File: src/rtl/pipe_stage_regs.sv
// Y86-64 pipeline register bank: F, D, E, M and W stage registers driven by the
// hazard controller's stall/bubble commands, plus a sticky halted flag.
module pipe_stage_regs (
  input  logic        clk,
  input  logic        rst,
  input  logic        F_stall,
  input  logic        D_stall,
  input  logic        D_bubble,
  input  logic        E_bubble,
  input  logic        M_bubble,
  input  logic        W_stall,
  input  logic [63:0] f_predPC,
  output logic [63:0] F_predPC,
  input  logic [3:0]  f_stat,
  input  logic [3:0]  f_icode,
  input  logic [3:0]  f_ifun,
  input  logic [3:0]  f_rA,
  input  logic [3:0]  f_rB,
  input  logic [63:0] f_valC,
  input  logic [63:0] f_valP,
  output logic [3:0]  D_stat,
  output logic [3:0]  D_icode,
  output logic [3:0]  D_ifun,
  output logic [3:0]  D_rA,
  output logic [3:0]  D_rB,
  output logic [63:0] D_valC,
  output logic [63:0] D_valP,
  input  logic [3:0]  d_stat,
  input  logic [3:0]  d_icode,
  input  logic [3:0]  d_ifun,
  input  logic [3:0]  d_dstE,
  input  logic [3:0]  d_dstM,
  input  logic [3:0]  d_srcA,
  input  logic [3:0]  d_srcB,
  input  logic [63:0] d_valA,
  input  logic [63:0] d_valB,
  output logic [3:0]  E_stat,
  output logic [3:0]  E_icode,
  output logic [3:0]  E_ifun,
  output logic [3:0]  E_dstE,
  output logic [3:0]  E_dstM,
  output logic [3:0]  E_srcA,
  output logic [3:0]  E_srcB,
  output logic [63:0] E_valA,
  output logic [63:0] E_valB,
  output logic [63:0] E_valC,
  input  logic [3:0]  e_stat,
  input  logic [3:0]  e_icode,
  input  logic [3:0]  e_dstE,
  input  logic [3:0]  e_dstM,
  input  logic        e_cnd,
  input  logic [63:0] e_valE,
  input  logic [63:0] e_valA,
  output logic [3:0]  M_stat,
  output logic [3:0]  M_icode,
  output logic [3:0]  M_dstE,
  output logic [3:0]  M_dstM,
  output logic        M_cnd,
  output logic [63:0] M_valE,
  output logic [63:0] M_valA,
  input  logic [3:0]  m_stat,
  input  logic [3:0]  m_icode,
  input  logic [3:0]  m_dstE,
  input  logic [3:0]  m_dstM,
  input  logic [63:0] m_valE,
  input  logic [63:0] m_valM,
  output logic [3:0]  W_stat,
  output logic [3:0]  W_icode,
  output logic [3:0]  W_dstE,
  output logic [3:0]  W_dstM,
  output logic [63:0] W_valE,
  output logic [63:0] W_valM,
  output logic        halted
);

  localparam logic [3:0] STAT_AOK = 4'b1000;
  localparam logic [3:0] I_NOP    = 4'h1;
  localparam logic [3:0] R_NONE   = 4'hF;

  typedef struct packed {
    logic [3:0]  stat, icode, ifun, ra, rb;
    logic [63:0] valc, valp;
  } d_reg_t;

  typedef struct packed {
    logic [3:0]  stat, icode, ifun, dste, dstm, srca, srcb;
    logic [63:0] vala, valb, valc;
  } e_reg_t;

  typedef struct packed {
    logic [3:0]  stat, icode, dste, dstm;
    logic        cnd;
    logic [63:0] vale, vala;
  } m_reg_t;

  typedef struct packed {
    logic [3:0]  stat, icode, dste, dstm;
    logic [63:0] vale, valm;
  } w_reg_t;

  // Bubble contents: an AOK nop with no register destinations.
  localparam d_reg_t D_NOP = '{stat: STAT_AOK, icode: I_NOP, ifun: 4'h0,
                               ra: R_NONE, rb: R_NONE, valc: 64'd0, valp: 64'd0};
  localparam e_reg_t E_NOP = '{stat: STAT_AOK, icode: I_NOP, ifun: 4'h0,
                               dste: R_NONE, dstm: R_NONE, srca: R_NONE, srcb: R_NONE,
                               vala: 64'd0, valb: 64'd0, valc: 64'd0};
  localparam m_reg_t M_NOP = '{stat: STAT_AOK, icode: I_NOP, dste: R_NONE, dstm: R_NONE,
                               cnd: 1'b0, vale: 64'd0, vala: 64'd0};
  localparam w_reg_t W_NOP = '{stat: STAT_AOK, icode: I_NOP, dste: R_NONE, dstm: R_NONE,
                               vale: 64'd0, valm: 64'd0};

  logic [63:0] f_pc_q, f_pc_d;
  d_reg_t      d_reg_q, d_reg_d;
  e_reg_t      e_reg_q, e_reg_d;
  m_reg_t      m_reg_q, m_reg_d;
  w_reg_t      w_reg_q, w_reg_d;
  logic        halted_q, halted_d;
  logic        w_load;

  always_comb begin
    f_pc_d = F_stall ? f_pc_q : f_predPC;

    if (D_bubble)     d_reg_d = D_NOP;
    else if (D_stall) d_reg_d = d_reg_q;
    else              d_reg_d = '{stat: f_stat, icode: f_icode, ifun: f_ifun, ra: f_rA,
                                  rb: f_rB, valc: f_valC, valp: f_valP};

    if (E_bubble) e_reg_d = E_NOP;
    else          e_reg_d = '{stat: d_stat, icode: d_icode, ifun: d_ifun, dste: d_dstE,
                              dstm: d_dstM, srca: d_srcA, srcb: d_srcB, vala: d_valA,
                              valb: d_valB, valc: d_reg_q.valc};

    if (M_bubble) m_reg_d = M_NOP;
    else          m_reg_d = '{stat: e_stat, icode: e_icode, dste: e_dstE, dstm: e_dstM,
                              cnd: e_cnd, vale: e_valE, vala: e_valA};

    // Once halted, W keeps the faulting instruction visible until reset.
    w_load   = !W_stall && !halted_q;
    w_reg_d  = w_reg_q;
    halted_d = halted_q;
    if (w_load) begin
      w_reg_d  = '{stat: m_stat, icode: m_icode, dste: m_dstE, dstm: m_dstM,
                   vale: m_valE, valm: m_valM};
      halted_d = (m_stat != STAT_AOK);
    end
  end

  always_ff @(posedge clk) begin
    if (rst) begin
      f_pc_q   <= 64'd0;
      d_reg_q  <= D_NOP;
      e_reg_q  <= E_NOP;
      m_reg_q  <= M_NOP;
      w_reg_q  <= W_NOP;
      halted_q <= 1'b0;
    end else begin
      f_pc_q   <= f_pc_d;
      d_reg_q  <= d_reg_d;
      e_reg_q  <= e_reg_d;
      m_reg_q  <= m_reg_d;
      w_reg_q  <= w_reg_d;
      halted_q <= halted_d;
    end
  end

  assign F_predPC = f_pc_q;
  assign D_stat   = d_reg_q.stat;
  assign D_icode  = d_reg_q.icode;
  assign D_ifun   = d_reg_q.ifun;
  assign D_rA     = d_reg_q.ra;
  assign D_rB     = d_reg_q.rb;
  assign D_valC   = d_reg_q.valc;
  assign D_valP   = d_reg_q.valp;
  assign E_stat   = e_reg_q.stat;
  assign E_icode  = e_reg_q.icode;
  assign E_ifun   = e_reg_q.ifun;
  assign E_dstE   = e_reg_q.dste;
  assign E_dstM   = e_reg_q.dstm;
  assign E_srcA   = e_reg_q.srca;
  assign E_srcB   = e_reg_q.srcb;
  assign E_valA   = e_reg_q.vala;
  assign E_valB   = e_reg_q.valb;
  assign E_valC   = e_reg_q.valc;
  assign M_stat   = m_reg_q.stat;
  assign M_icode  = m_reg_q.icode;
  assign M_dstE   = m_reg_q.dste;
  assign M_dstM   = m_reg_q.dstm;
  assign M_cnd    = m_reg_q.cnd;
  assign M_valE   = m_reg_q.vale;
  assign M_valA   = m_reg_q.vala;
  assign W_stat   = w_reg_q.stat;
  assign W_icode  = w_reg_q.icode;
  assign W_dstE   = w_reg_q.dste;
  assign W_dstM   = w_reg_q.dstm;
  assign W_valE   = w_reg_q.vale;
  assign W_valM   = w_reg_q.valm;
  assign halted   = halted_q;

endmodule

File: config.mk
export PLATFORM = sky130hd
export DESIGN_NAME = pipe_stage_regs
export DESIGN_NICKNAME = d
export VERILOG_FILES = /design/src/rtl/pipe_stage_regs.sv
export SDC_FILE = /design/constraint.sdc
export NUM_CORES = 1
export LEC_CHECK = 0
export ABC_AREA = 1
export BUFFER_PORTS_ARGS = -buffer_cell sky130_fd_sc_hd__buf_2
export CAP_MARGIN = 5
export CORE_AREA = 2 2 538 540
export CTS_CLUSTER_SIZE = 16
export DETAILED_ROUTE_END_ITERATION = 10
export DIE_AREA = 0 0 540 542
export PLACE_DENSITY_LB_ADDON = 0.15
export SYNTH_ARGS = -nofsm -noshare
export SYNTH_HDL_FRONTEND = slang
export SYNTH_SLANG_ARGS = --single-unit
File: constraint.sdc
create_clock -name clk -period 2.2 [get_ports clk]
set_input_delay 0 -clock clk [delete_from_list [all_inputs] [get_ports clk]]
set_output_delay 0 -clock clk [all_outputs]
set_load 0.005 [all_outputs]
==> impl_metrics.toml, run 1 <==
[clock_tree]
htreeDepth = 3
cts_buffers = 108
post_cts_buffers = 0
clock_sink_count = 722
clock-root-buffer = "clkbuf_16"
hold_buffers = 1572
clk_path_buf_depth = 4
cts_resized = 0

[floorplanning]
rows = 197
start_util = 0.0776
pin_count = 1387
die_h_um = 542
die_x_um = 540

[synth]
syn_inst = 2596
synth_nets = 3261
synth-warning-count = 0
synth_cell_types = 18
yosysTopAreaCell = "dfxtp_1"
synth-seq-cells = 722
synthTopCellsByArea = "dfxtp_1 65%, nor2_1 13%, inv_1 5.7%"
ys_seq_area_frac = 0.649
synth_top_area_frac = 0.649
synth_area_per_cell_um2 = 8.58
synthesis.area_mm2 = 0.0223

[status]
firstError = "[ERROR RSZ-0060] Max buffer count reached."
outcome = "aborted with a tool error"
stop_stage = "clock tree synthesis"

[placement]
port-buffer-count = 1386
gp_congestion = 0.870
post-dp-hpwl_um = 168000
## through the flow
stage	setup WS (ns)	utilization	hold WS [ns]	std cells	area [um2]
detailed placement	0.471	0.118	0.192	7659	33800
global placement	0.453	0.118	0.193	7659	33800
floorplan	1.04	-	0.0691	2596	22300
## synthesized netlist by cell type
master    count
a211oi_1      8
a21oi_1     131
buf_2        78
buf_4        12
buf_6         1
clkbuf_1     55
clkbuf_2      5
dfxtp_1     722
inv_1       340
inv_2         6
nand2_1     189
nand3_1      19
nor2_1      745
nor2_2        1
nor2_4        1
o211ai_2      1
o21ai_0     254
or2_2        28
## kinds of logic after synthesis
logic type / Yosys count / share of synthesized area
flip-flops: 722 / 0.649
AO/OA/AOI/OAI: 394 / 0.0898
AND/OR/NAND/NOR: 983 / 0.170
buffers and inverters: 497 / 0.0908
==> run 2, diff against run 1 <==
--- a/config.mk
+++ b/config.mk
@@ -8,10 +8,9 @@
 export ABC_AREA = 1
 export BUFFER_PORTS_ARGS = -buffer_cell sky130_fd_sc_hd__buf_2
 export CAP_MARGIN = 5
-export CORE_AREA = 2 2 538 540
-export CTS_CLUSTER_SIZE = 16
+export CORE_AREA = 2 2 543 545
 export DETAILED_ROUTE_END_ITERATION = 10
-export DIE_AREA = 0 0 540 542
+export DIE_AREA = 0 0 545 547
 export PLACE_DENSITY_LB_ADDON = 0.15
 export SYNTH_ARGS = -nofsm -noshare
 export SYNTH_HDL_FRONTEND = slang
==> run 2 against run 1 <==
Compared with the run above:
- the flow now finishes, with violations (negative hold slack)
- synthesized area unchanged
- synthesized cell count stayed put
==> impl_metrics.toml, run 2 <==
[synth]
synth_edf_count = 0
synthTopCellsByArea = "dfxtp_1 65%, nor2_1 13%, inv_1 5.7%"
synth_flop_cell = "dfxtp_1"
yosysTopAreaCell = "dfxtp_1"
synth_nets = 3261
ys_async_sr_fraction = 0
syn_inst = 2596
synth_area_per_cell_um2 = 8.58
synthTopCellsByCount = "745 x nor2_1, 722 x dfxtp_1, 340 x inv_1"
synth-warning-count = 0
synth.most_common_cell = "nor2_1"
synthesis.area_mm2 = 0.0223
synth_top_area_frac = 0.649
synth_cell_types = 18
ys_seq_area_frac = 0.649
synth-seq-cells = 722

[hold_path]
min_path_type = "input pin to flop"

[timing]
fin_setup_tns_ns = 0
finClkSkew_ns = 0.0395
slew_viol_final = 0
fmax_mhz = 497
finalCritPeriodShare = 0.915
finalWorstSetupSlack_ns = 0.186
setup_viol = 0
hold_violations = 2
slew_headroom = 0.509
layout_min_cycle_time_ns = 2.01
holdWs_ns = -0.0176
rsz0062_at_grt = "no"
worstMarginPinSlew_ns = 0.729

[power]
peakVddDrop_uv = 547
powerDensity_mw_per_mm2 = 695
leakage_uw = 0.0252

[critical_path]
critPathLaunchType = "flop"
worstReg2RegStart = "halted"
critPathKind = "flop to flop"
cp_data_required_time_ns = 2.91
rr_endpoint = "W_valE[54]"
crit_end = "W_valE[54]"
startpoint = "halted"
r2r_cells = 6
crit_fanout = 55
cp-end-kind = "flop"
r2r_setup_slack_ns = 0.19
crit_arrival_ns = 2.72

[placement]
port-buffer-count = 1386
post-dp-hpwl_um = 162000
gp_congestion = 0.872
pre_cts_ws_ns = 0.510

[global_route]
top_usage_layer = "met2"
grtUsageMet2 = 0.201
grt_util_met1 = 0.159
grt_use_total = 0.127
grt_overflow_total = 0
grt_pass1_vias = 30119
grt_pass1_wl_um = 259000
grt_util_met3 = 0.0547
grt_max_degree = 102
antenna_found_initial = 209

[floorplanning]
pin_count = 1387
die_x_um = 545
core_mm2 = 0.293
start_util = 0.0761
rows = 199
dieArea_mm2 = 0.298
die_h_um = 547

[clock_tree]
clk_path_buf_depth = 4
path_clk_slew_ns = 0.06
clkLatencyLatePin_ns = 0.82
clock-root-buffer = "clkbuf_16"
cts_tree = "yes"
post_cts_buffers = 0
clock_sink_count = 722
htreeDepth = 3
cts_buffers = 104

[finish]
syn_to_final_growth_pct = 140
fillers = 33266
final_common_cell = "dlygate4sd3_1"
layout-drive-gt1-share = 0.289
layout_common_cells = "1,582 x dlygate4sd3_1, 1,385 x buf_2, 745 x nor2_1, 722 x dfxtp_1, 339 x inv_1"
seq_area_mm2 = 0.0145
fin_util = 0.183
multiInputGateArea_mm2 = 0.00580
fin_nets = 6235

[run]
maxCapViolCount = 0

[routing]
antenna_left = 0
viasPerCell = 3.03
wl_per_cell_um = 20.5
via_count = 29227
drt-total-wl_um = 198000
drc = 0
drt-initial-drc-count = 1194
drt_pre_antenna_iters = 6

[status]
violations = "negative hold slack"
outcome = "finished with violations"
run 2: repair_timing:
| item | 4_1_cts | 5_1_grt |
|---|---|---|
| setup endpoints to repair | 0 | 0 |
| hold endpoints to repair | 658 | 0 |
| hold buffers | 1582 | 0 |
| resized for setup | 0 | 0 |
run 2: cell type report:
type                    count  area share
well taps                3919      0.0918
multi-input cells        1377       0.109
repair buffers           3019       0.437
clock inverters            39     0.00923
flip-flops and latches    722       0.271
clock buffers             143      0.0544
diodes                     75     0.00351
inverters                 346      0.0248
run 2: kinds of logic after synthesis:
logic type / share of synthesized area
buffers and inverters: 0.0908
DFF: 0.649
AOI/OAI and AO/OA: 0.0898
and+or+nand+nor: 0.170
run 2: power breakdown:
| part | leakage (uW) | internal [uW] | switching [uW] |
|---|---|---|---|
| sequential | 0.00594 | 13700 | 313 |
| combinational | 0.0177 | 3120 | 2700 |
| clock | 0.00165 | 10300 | 6990 |
run 2: metal layers:
metal / up-vias / wire length [um]
li1: 13910 / -
met1: 13594 / 86600
met2: 1252 / 85600
met3: 343 / 20800
met4: 128 / 4270
met5: - / 843
run 2: stage by stage:
stage / total power (uW) / std cells / instance area [um2]
floorplan: 15400 / 2596 / 22300
finish: 37100 / 9640 / 53400
CTS: 38100 / 9565 / 53200
detailed placement: 17900 / 7801 / 34000
global placement: 17900 / 7801 / 34000
global route: 38900 / 9594 / 53300
run 2: worst min-delay path by stage:
stage	startpoint	endpoint	slack (ns)	cells past startpoint
3_5_place_dp	e_dstM[0]	M_dstM[0]	0.19	2
2_1_floorplan	rst	halted	0.07	1
5_1_grt	e_valE[38]	M_valE[38]	0.04	4
6_report	rst	W_dstM[2]	-0.02	3
3_3_place_gp	e_dstM[0]	M_dstM[0]	0.19	2
4_1_cts	d_ifun[3]	E_ifun[3]	0.0007	4
run 2: worst max-delay path: stages (launching register included):
cell	delay (ns)
dfxtp_1	0.39
nor2_4	0.09
inv_6	0.34
buf_12	0.30
nor2_1	0.09
nor2_1	0.11
dlygate4sd3_1	0.55
(Power assumes the default switching activity.)
